<file path="config.mk">
export PLATFORM = sky130hd
export DESIGN_NAME = lab2_proc_multi_drop_unit
export DESIGN_NICKNAME = d
export VERILOG_FILES = /design/src/rtl/lab2_proc_multi_drop_unit.sv
export SDC_FILE = /design/constraint.sdc
export NUM_CORES = 1
export LEC_CHECK = 0
export ABC_CLOCK_PERIOD_IN_PS = 1600
export CAP_MARGIN = 10
export CORE_MARGIN = 2
export CORE_UTILIZATION = 41
export DETAILED_ROUTE_END_ITERATION = 8
export PLACE_DENSITY = 0.82
export REMOVE_ABC_BUFFERS = 1
export SYNTH_ARGS = -nofsm -noshare
export SYNTH_HDL_FRONTEND = slang
export SYNTH_SLANG_ARGS = --single-unit
</file>
<file path="constraint.sdc">
create_clock -name clk -period 1.6 [get_ports clk]
set_input_delay 0.24 -clock clk [delete_from_list [all_inputs] [get_ports clk]]
set_output_delay 0.24 -clock clk [all_outputs]
set_load 0.005 [all_outputs]
</file>
<file path="src/rtl/lab2_proc_multi_drop_unit.sv">
// Drop unit that discards up to p_max_pending late memory responses, tracking
// owed drops in a saturating counter and exporting drop statistics.
module lab2_proc_multi_drop_unit #(
  parameter int p_msg_nbits   = 1,
  parameter int p_max_pending = 4,
  parameter int p_stat_nbits  = 16,
  localparam int p_cnt_nbits  = $clog2(p_max_pending + 1)
) (
  input  logic                    clk,
  input  logic                    reset,
  input  logic                    drop,
  input  logic [p_msg_nbits-1:0]  istream_msg,
  input  logic                    istream_val,
  output logic                    istream_rdy,
  output logic [p_msg_nbits-1:0]  ostream_msg,
  output logic                    ostream_val,
  input  logic                    ostream_rdy,
  output logic [p_cnt_nbits-1:0]  pending,
  output logic                    overflow,
  output logic [p_stat_nbits-1:0] ndropped
);

  localparam logic [p_cnt_nbits-1:0] PendMax = p_cnt_nbits'(p_max_pending);

  logic [p_cnt_nbits-1:0]  pending_q, pending_d;
  logic                    overflow_q, overflow_d;
  logic [p_stat_nbits-1:0] ndropped_q, ndropped_d;

  logic dropping;
  logic go;
  logic drop_go;

  // Handshake: a transfer happens on a cycle where val && rdy on a stream.
  // While dropping, the input is always ready and the output never valid,
  // so an owed drop completes without waiting on the downstream.
  assign dropping    = (pending_q != '0) || drop;
  assign go          = istream_val && istream_rdy;
  assign drop_go     = go && dropping;

  assign ostream_msg = istream_msg;
  assign ostream_val = istream_val && !dropping;
  assign istream_rdy = dropping ? 1'b1 : ostream_rdy;

  always_comb begin
    pending_d  = pending_q;
    overflow_d = overflow_q;
    ndropped_d = ndropped_q;
    // inc && dec together (drop with a consumed packet) nets to no change.
    if (drop && !drop_go) begin
      if (pending_q == PendMax) overflow_d = 1'b1;
      else                      pending_d  = pending_q + p_cnt_nbits'(1);
    end else if (!drop && drop_go) begin
      pending_d = pending_q - p_cnt_nbits'(1);
    end
    if (drop_go) ndropped_d = ndropped_q + p_stat_nbits'(1);
  end

  always_ff @(posedge clk) begin
    if (reset) begin
      pending_q  <= '0;
      overflow_q <= 1'b0;
      ndropped_q <= '0;
    end else begin
      pending_q  <= pending_d;
      overflow_q <= overflow_d;
      ndropped_q <= ndropped_d;
    end
  end

  assign pending  = pending_q;
  assign overflow = overflow_q;
  assign ndropped = ndropped_q;

endmodule

</file>
==> results of run 1 <==
==> cell usage in the layout (no fill, tap or decap), drive strengths merged, types with 2 or more instances in the layout <==
master	Yosys	routed
nand2	5	5
o21ai	6	6
nor3	5	5
dlymetal6s2s	0	3
xnor2	10	10
nand3	4	4
nand4	4	4
nor4	4	4
nor2	18	18
xor2	2	2
a21oi	6	6
clkbuf	2	4
nand3b	2	2
dfxtp	20	20
buf	2	21
clkdlybuf4s50	0	21
or3	5	5
inv	4	4
nor2b	2	2
==> final timing paths <==
kind / slack [ns] / to / depth (start not counted) / startpoint
hold reg to reg: 0.51 / overflow$_SDFFE_PP0P_ / 2 / overflow$_SDFFE_PP0P_
setup reg to reg: 0.04 / pending[2]$_SDFFE_PP0P_ / 6 / pending[1]$_SDFFE_PP0P_
setup / recovery: 0.04 / pending[2]$_SDFFE_PP0P_ / 6 / pending[1]$_SDFFE_PP0P_
hold / removal: 0.48 / ostream_msg / 0 / istream_msg
==> critical path, cell delays in order (launching register included) <==
cell	delay, ns
dfxtp_4	0.39
buf_6	0.13
fa_2	0.41
nor3b_2	0.19
o21ai_1	0.10
a21o_1	0.17
a21oi_2	0.11
==> metal layers <==
| metal | up-vias | routed length (µm) | GRT usage |
|---|---|---|---|
| li1 | 490 | - | - |
| met1 | 465 | 1180 | 0.254 |
| met2 | 32 | 1180 | 0.323 |
| met3 | 8 | 113 | 0.0457 |
| met4 | 0 | 56 | 0.0641 |
| met5 | - | 0 | 0 |
==> power by group through the flow <==
stage,clock network (mW),logic (mW),registers (mW)
after floorplan,0,0.0875,0.558
after global placement,0,0.233,0.546
after detailed placement,0,0.239,0.547
after CTS,0.237,0.247,0.543
after global routing,0.263,0.290,0.555
final,0.234,0.272,0.552
==> kinds of logic (layout without fill, tap and decap cells) <==
group | Yosys count | count (layout)
simple gates | 54 | 54
fa+ha+maj | 2 | 2
buf+inv | 8 | 54
xor+xnor | 12 | 12
compound gates | 16 | 16
mux | 2 | 2
flops | 20 | 20
==> flip-flops by register name, indices dropped and copies added (netlist names) <==
register,count
pending,3
ndropped,16
overflow,1
==> area by class of cell <==
cell class / count / area (µm²) / share of cell area
Clock buffer: 3 / 22.5 / 0.0149
Multi-Input combinational cell: 86 / 592 / 0.391
Tap cell: 28 / 35.0 / 0.0231
Sequential cell: 20 / 418 / 0.276
Timing Repair Buffer: 47 / 433 / 0.286
Inverter: 4 / 15.0 / 0.00991
==> metrics by stage <==
step	instance area, µm²	hold WS, ns	setup slack [ns]	instances
finish	1520	0.480	0.0372	188
global route	1520	0.480	-0.0265	188
CTS	1450	0.480	-0.0404	187
detailed placement	1400	0.474	-0.491	184
global placement	1400	0.455	-0.344	184
floorplan	952	0.309	-0.481	110
==> repair_timing <==
item	in CTS	in global routing
hold buffers	0	0
cloned	0	1
resized for setup	12	24
pin swaps	3	5
endpoints found under the setup margin	5	14
buffers inserted	1	0
hold endpoints to repair	0	0
==> results.txt, run 1 <==
The number of synthesized flops with an enable pin came out at 0. By count the netlist is led by 20 x dfxtp_1, 18 x nor2_1, 10 x xnor2_1. The timing-limited maximum frequency is 640 MHz. The number of global-route vias before repair is 930.

The share of the synthesized area in compound gates (AO/OA/AOI/OAI) came out at 0.103. The critical path class is reg -> reg. STA classifies the critical path startpoint as a register. The growth of design area from synthesis to finish is 55.9%. Between clock sinks in the finished design, the worst skew comes to 0.00404 ns. The total number of placement rows is 17. After the first detailed-routing iteration, the DRC count stood at 25. The die covers 2780 µm². For this run, the register share of the synthesized area comes to 0.412. The die height came out at 52.7 µm.

The remaining max-slew budget at the tightest pin is 0.742. After synthesis, the cell types taking the most area are dfxtp_1 41%, xnor2_1 9.0%, nor2_1 6.9%. The power per unit of standard cell area is 698 nW/µm².

The max-slew violation total from the final report is 0. In this run the worst hold path is classified as in -> out. The most common cell in the synthesized netlist is dfxtp_1. The area of the core came out at 2230 µm².

The first-pass GRT wire length is 4040 µm. The net switching power of the design is 295 µW. The share of the clock period used by the worst path came out at 0.977. For this run, the number of Yosys warnings is 0.

The time the final worst path needs with I/O delays and setup is 1.56 ns. The biggest area consumer among synthesized cells is dfxtp_1. Setup violations remaining at the end of the flow were counted as 0. Of the total synthesized cell area, the portion taken by full adders, half adders and majority gates is 0.0335.

The final sum of negative setup slack is 0 ns. The clock passes through at most 2 buffers. The total overflow reported by the global router is 0. Of the total synthesized cell area, the portion taken by AND, OR, NAND and NOR gates is 0.286.

Setup repair after global routing could not meet its margin everywhere. The worst setup path is captured at a register. The average instance area after synthesis came out at 8.53 µm².

The share of final-layout standard cells stronger than drive strength 1 is 0.269. The fraction of synthesis flops using an asynchronous set or reset pin is 0. In this run the remaining antenna-violating nets after routing total 0. The clock tree root driver cell is clkbuf_4. The CTS tree is built. The filler cell count came out at 175.

The routed design has 2530 µm of wire. The worst voltage drop across the vdd grid came out at 558 µV. Of the total synthesized cell area, the portion taken by XOR and XNOR cells is 0.108.

The placer's final routability congestion estimate came out at 0.786. The ratio of routed vias to standard cells came out at 5.29. The number of distinct library cell variants in the gate-level netlist after synthesis is 31. The effective utilization at floorplan is 0.435.

The repair_antennas step left the layout with diodes totalling 0. The peak fanout along the critical path came out at 5. The fraction of post-synthesis cell area in the top cell type by area is 0.412. After synthesis, the share of cell area in mux cells is 0.0219. The sum of net half-perimeters after detailed placement is 1720 µm.

The number of antenna violations at the first check in global routing is 0. The clock input transition at the sequential cells of the worst setup and hold paths is 0.11 ns. The part of the total power dissipated in combinational logic came out at 0.257. The most used flip-flop cell after synthesis is dfxtp_1.

The synthesized design contains 20 register bits. For this run, design rule violations remaining after detail routing come to 0. The arrival time of data at the critical path endpoint is 1.80 ns. The number of vias in the routed layout is 995. The total power is 1.06 mW. The routed length per instance is 13.5 µm. The x dimension of the die came out at 52.7 µm.

The number of hold violations in the final report came out at 0. The total standard cell area after synthesis came out at 972 µm². Max-cap violations in this run came to 0. Of the total power, registers draw 0.522.

The top-level port count came out at 29. The share of the core filled with cells in the final layout is 0.678. The CTS buffer count came out at 3. The largest net degree at the start of global routing came out at 15. The number of detailed-routing iterations run before antenna repair is 5. The quantity of I/O buffers inserted on ports came out at 26. The synthesized netlist cell count came out at 114. The run finished with clean final reports. The internal power summed over all cells is 762 µW.

The clock insertion delay at the later pin of the skew report is 0.30 ns. The fraction of power spent switching nets came out at 0.279. The final net count is 170. The H-tree depth is 1.

The total global routing track utilization is 0.197. The share of total power dissipated in the clock network is 0.221. By area, the combinational part of the netlist is dominated by simple AND/OR/NAND/NOR gates. The slew of the pin with the lowest slew margin came out at 0.385 ns. The number of sinks driven by the clock tree came out at 20. STA puts the critical path data required time at 1.84 ns. The leakage dissipation came out at 0.565 nW.
(Power assumes the default switching activity.)
==> run 2, diff against run 1 <==
MAX_ROUTING_LAYER = met4   (was not set)
SETUP_SLACK_MARGIN = 0.3   (was not set)
==> run 2 against run 1 <==
  * The flow now finishes with violations (negative setup slack)
  * Via count is 29% higher
  * Critical path depth stayed put
  * Die area stayed put
  * Clock power is 12% higher
  * Combinational power is 57% higher
  * Worst hold slack stayed put
  * Highest routed layer unchanged
==> results.txt, run 2 (synthesis gave the netlist of run 1 again) <==
The total overflow reported by the global router is 0 (unchanged). The leakage dissipation came out at 0.847 nW (+50%). The placed standard-cell area is 1400 µm² (unchanged). The clock input transition at the sequential cells of the worst setup and hold paths came out at 0.12 ns (about the same). The worst hold path begins at istream_msg.

In this run the critical register-to-register path is launched from pending[1]$_SDFFE_PP0P_. The DRC violation count after routing was 0 (unchanged). The first-pass GRT wire length is 5330 µm (+32%). The number of flip-flops under the largest register name came to 16 (unchanged). The number of antenna violations at the first check in global routing was 0 (unchanged). The number of vias in the routed layout is 1,287 (+29%). The filler cell count is 98 (-44%). The maximum number of buffers from clock root to sink came to 2 (unchanged). The worst voltage drop across the vdd grid came out at 867 µV (+55%). The share of the clock period used by the worst path is 1.03 (+0.0572). The area of the core is 2230 µm² (unchanged). The area taken by multi-input logic gates was 783 µm² (+32%). The x dimension of the die came out at 52.7 µm (unchanged). The share of final-layout standard cells stronger than drive strength 1 came out at 0.581 (+0.312).

The worst path setup slack after routing came out at -0.0544 ns (-0.0916 ns). STA classifies the critical path startpoint as a register. The share of the core filled with cells in the final layout is 0.863 (+0.185). The routed length per instance is 21.4 µm (+59%).

The worst register-to-register path ends at pending[2]$_SDFFE_PP0P_. The largest net degree at the start of global routing came out at 11 (-4). The power per unit of standard cell area came out at 645 nW/µm² (-7.5%). The most common cell after layout, fill and taps aside is buf_4. The arrival time of data at the critical path endpoint came out at 1.91 ns (+0.11 ns). The time the final worst path needs with I/O delays and setup came to 1.65 ns (+0.0916 ns). The growth of design area from synthesis to finish is 98.3%.

The placer's final routability congestion estimate came out at 0.797 (+1.4%). The library cells used most frequently in the layout, excluding fill and tap cells, are 33 x buf_4, 16 x nor2_1, 16 x buf_6. The final wirelength came out at 4580 µm (+81%). The H-tree depth is 1 (unchanged).

The timing-limited maximum frequency is 604 MHz (-5.5%). The clock insertion delay at the later pin of the skew report came to 0.32 ns (+0.02 ns). The die area is 2780 µm² (unchanged).

TritonCTS built the clock tree. STA classifies the critical path endpoint as a register. The cts-stage hold buffer count is 0 (unchanged).

The peak fanout along the critical path came to 5 (unchanged). The cell sitting at the root of the clock tree is a clkbuf_4. The run finished, with violations left.

The count of maximum capacitance violations is 0 (unchanged). Setup repair after global routing could not meet its margin everywhere. The top-level port count is 29 (unchanged). The number of diodes added for antenna fixing came out at 0 (unchanged). The sum of net half-perimeters after detailed placement was 1720 µm (unchanged). The number of hold violations in the final report came out at 0 (unchanged).

The endpoint with the worst hold slack is ostream_msg. The register-to-register setup slack came out at -0.05 ns (-0.09 ns). The total global routing track utilization is 0.269 (+0.0719). The area taken by flip-flops and latches was 445 µm² (+6.6%). The remaining max-slew budget at the tightest pin came out at 0.689 (-0.0539).

The DRC marker count from the first detailed-route iteration is 44 (+76%). The slew of the pin with the lowest slew margin came to 0.466 ns (+0.0806 ns). The die height came out at 52.7 µm (unchanged). The worst-case clock skew came to 0.00277 ns (-0.00127 ns). The worst hold path belongs to the class in -> out. The total number of placement rows is 17 (unchanged). The ratio of routed vias to standard cells came out at 6.01 (+14%). The CTS buffer count is 3 (unchanged).

The max-slew violation total from the final report is 0 (unchanged). The final-report setup violation count came out at 3 (+3). The final cell area excluding filler cells came out at 1930 µm² (+27%). The number of routed nets with antenna violations is 0 (unchanged). The hold path depth came out at 0 (unchanged).

The critical path in this run is classified as reg -> reg. The final reports fail on negative setup slack. The quantity of I/O buffers inserted on ports came out at 26 (unchanged). The number of sinks driven by the clock tree was 20 (unchanged). The effective utilization at floorplan is 0.435 (unchanged). The number of detailed-routing iterations run before antenna repair is 5 (unchanged). The final net count came out at 196 (+15%). The depth of the worst register-to-register path came to 6 (unchanged). The number of global-route vias before repair is 1,160 (+25%). The data required time at the worst endpoint came out at 1.85 ns (about the same).
## run 2: cell count changes in the layout (fill, tap and decap cells not counted), moves of 4 or more
cell / delta
clkdlybuf4s50_1: -19
buf_4: +17
dlygate4sd2_1: +13
buf_6: +12
dfxtp_1: -12
dfxtp_2: +7
dfxtp_4: +5
nor3_1: -4
## run 2: worst max-delay path by stage
stage	endpoint	slack [ns]	cells after the start	startpoint
after CTS	pending[2]$_SDFFE_PP0P_	0.1	6	pending[1]$_SDFFE_PP0P_
after floorplan	ndropped[14]$_SDFFE_PP0P_	-0.48	4	pending[0]$_SDFFE_PP0P_
final	pending[2]$_SDFFE_PP0P_	-0.05	6	pending[1]$_SDFFE_PP0P_
after global placement	pending[2]$_SDFFE_PP0P_	-0.34	8	drop
after detailed placement	pending[2]$_SDFFE_PP0P_	-0.49	8	istream_val
after global routing	pending[2]$_SDFFE_PP0P_	-0.09	6	pending[1]$_SDFFE_PP0P_
## run 2: worst max-delay path: stages (launching register included)
cell     delay (ns)
dfxtp_4        0.40
buf_6          0.13
fa_2           0.39
nor3b_4        0.25
o21ai_2        0.10
a21o_1         0.19
a21oi_1        0.13
## run 2: timing repair
item / in CTS / in global routing
endpoints found under the setup margin: 40 / 29
gates resized for setup: 87 / 49
pin swaps: 14 / 19
cloned: 1 / 0
setup buffers: 20 / 6
## run 2: metrics by stage
| step | TNS (ns) | instances | total power, mW | hold WS, ns | setup slack, ns |
|---|---|---|---|---|---|
| 3_5_place_dp | -4.48 | 184 | 0.787 | 0.474 | -0.491 |
| 2_1_floorplan | -2.89 | 110 | 0.645 | 0.309 | -0.481 |
| 4_1_cts | 0 | 208 | 1.09 | 0.480 | 0.0991 |
| 5_1_grt | -0.178 | 214 | 1.27 | 0.480 | -0.0905 |
| 3_3_place_gp | -3.86 | 184 | 0.779 | 0.455 | -0.344 |
| 6_report | -0.0588 | 214 | 1.24 | 0.480 | -0.0544 |
## run 2: cell type report
| type | count | share of cell area |
|---|---|---|
| flip-flops and latches | 20 | 0.231 |
| multi-input cells | 86 | 0.406 |
| inverters | 4 | 0.00779 |
| well taps | 28 | 0.0182 |
| repair buffers | 73 | 0.325 |
| clock buffers | 3 | 0.0117 |
## run 2: metal layers
metal | global-route usage | up-vias | routed length, µm
met5 | - | - | 0
met4 | 0.111 | 0 | 173
met3 | 0.0514 | 25 | 328
met2 | 0.444 | 91 | 2140
met1 | 0.320 | 626 | 1940
li1 | - | 545 | -
## run 2: where the power goes
part	switching (mW)	internal, mW	leakage [nW]
combinational	0.197	0.230	0.660
sequential	0.0370	0.516	0.174
clock	0.175	0.0883	0.0138
total	0.409	0.834	0.847
==> run 3, diff against run 2 <==
SLEW_MARGIN = 40   (was not set)
==> results of run 3 <==
The final DEF is identical to that of run 2; final timing and power are the same.
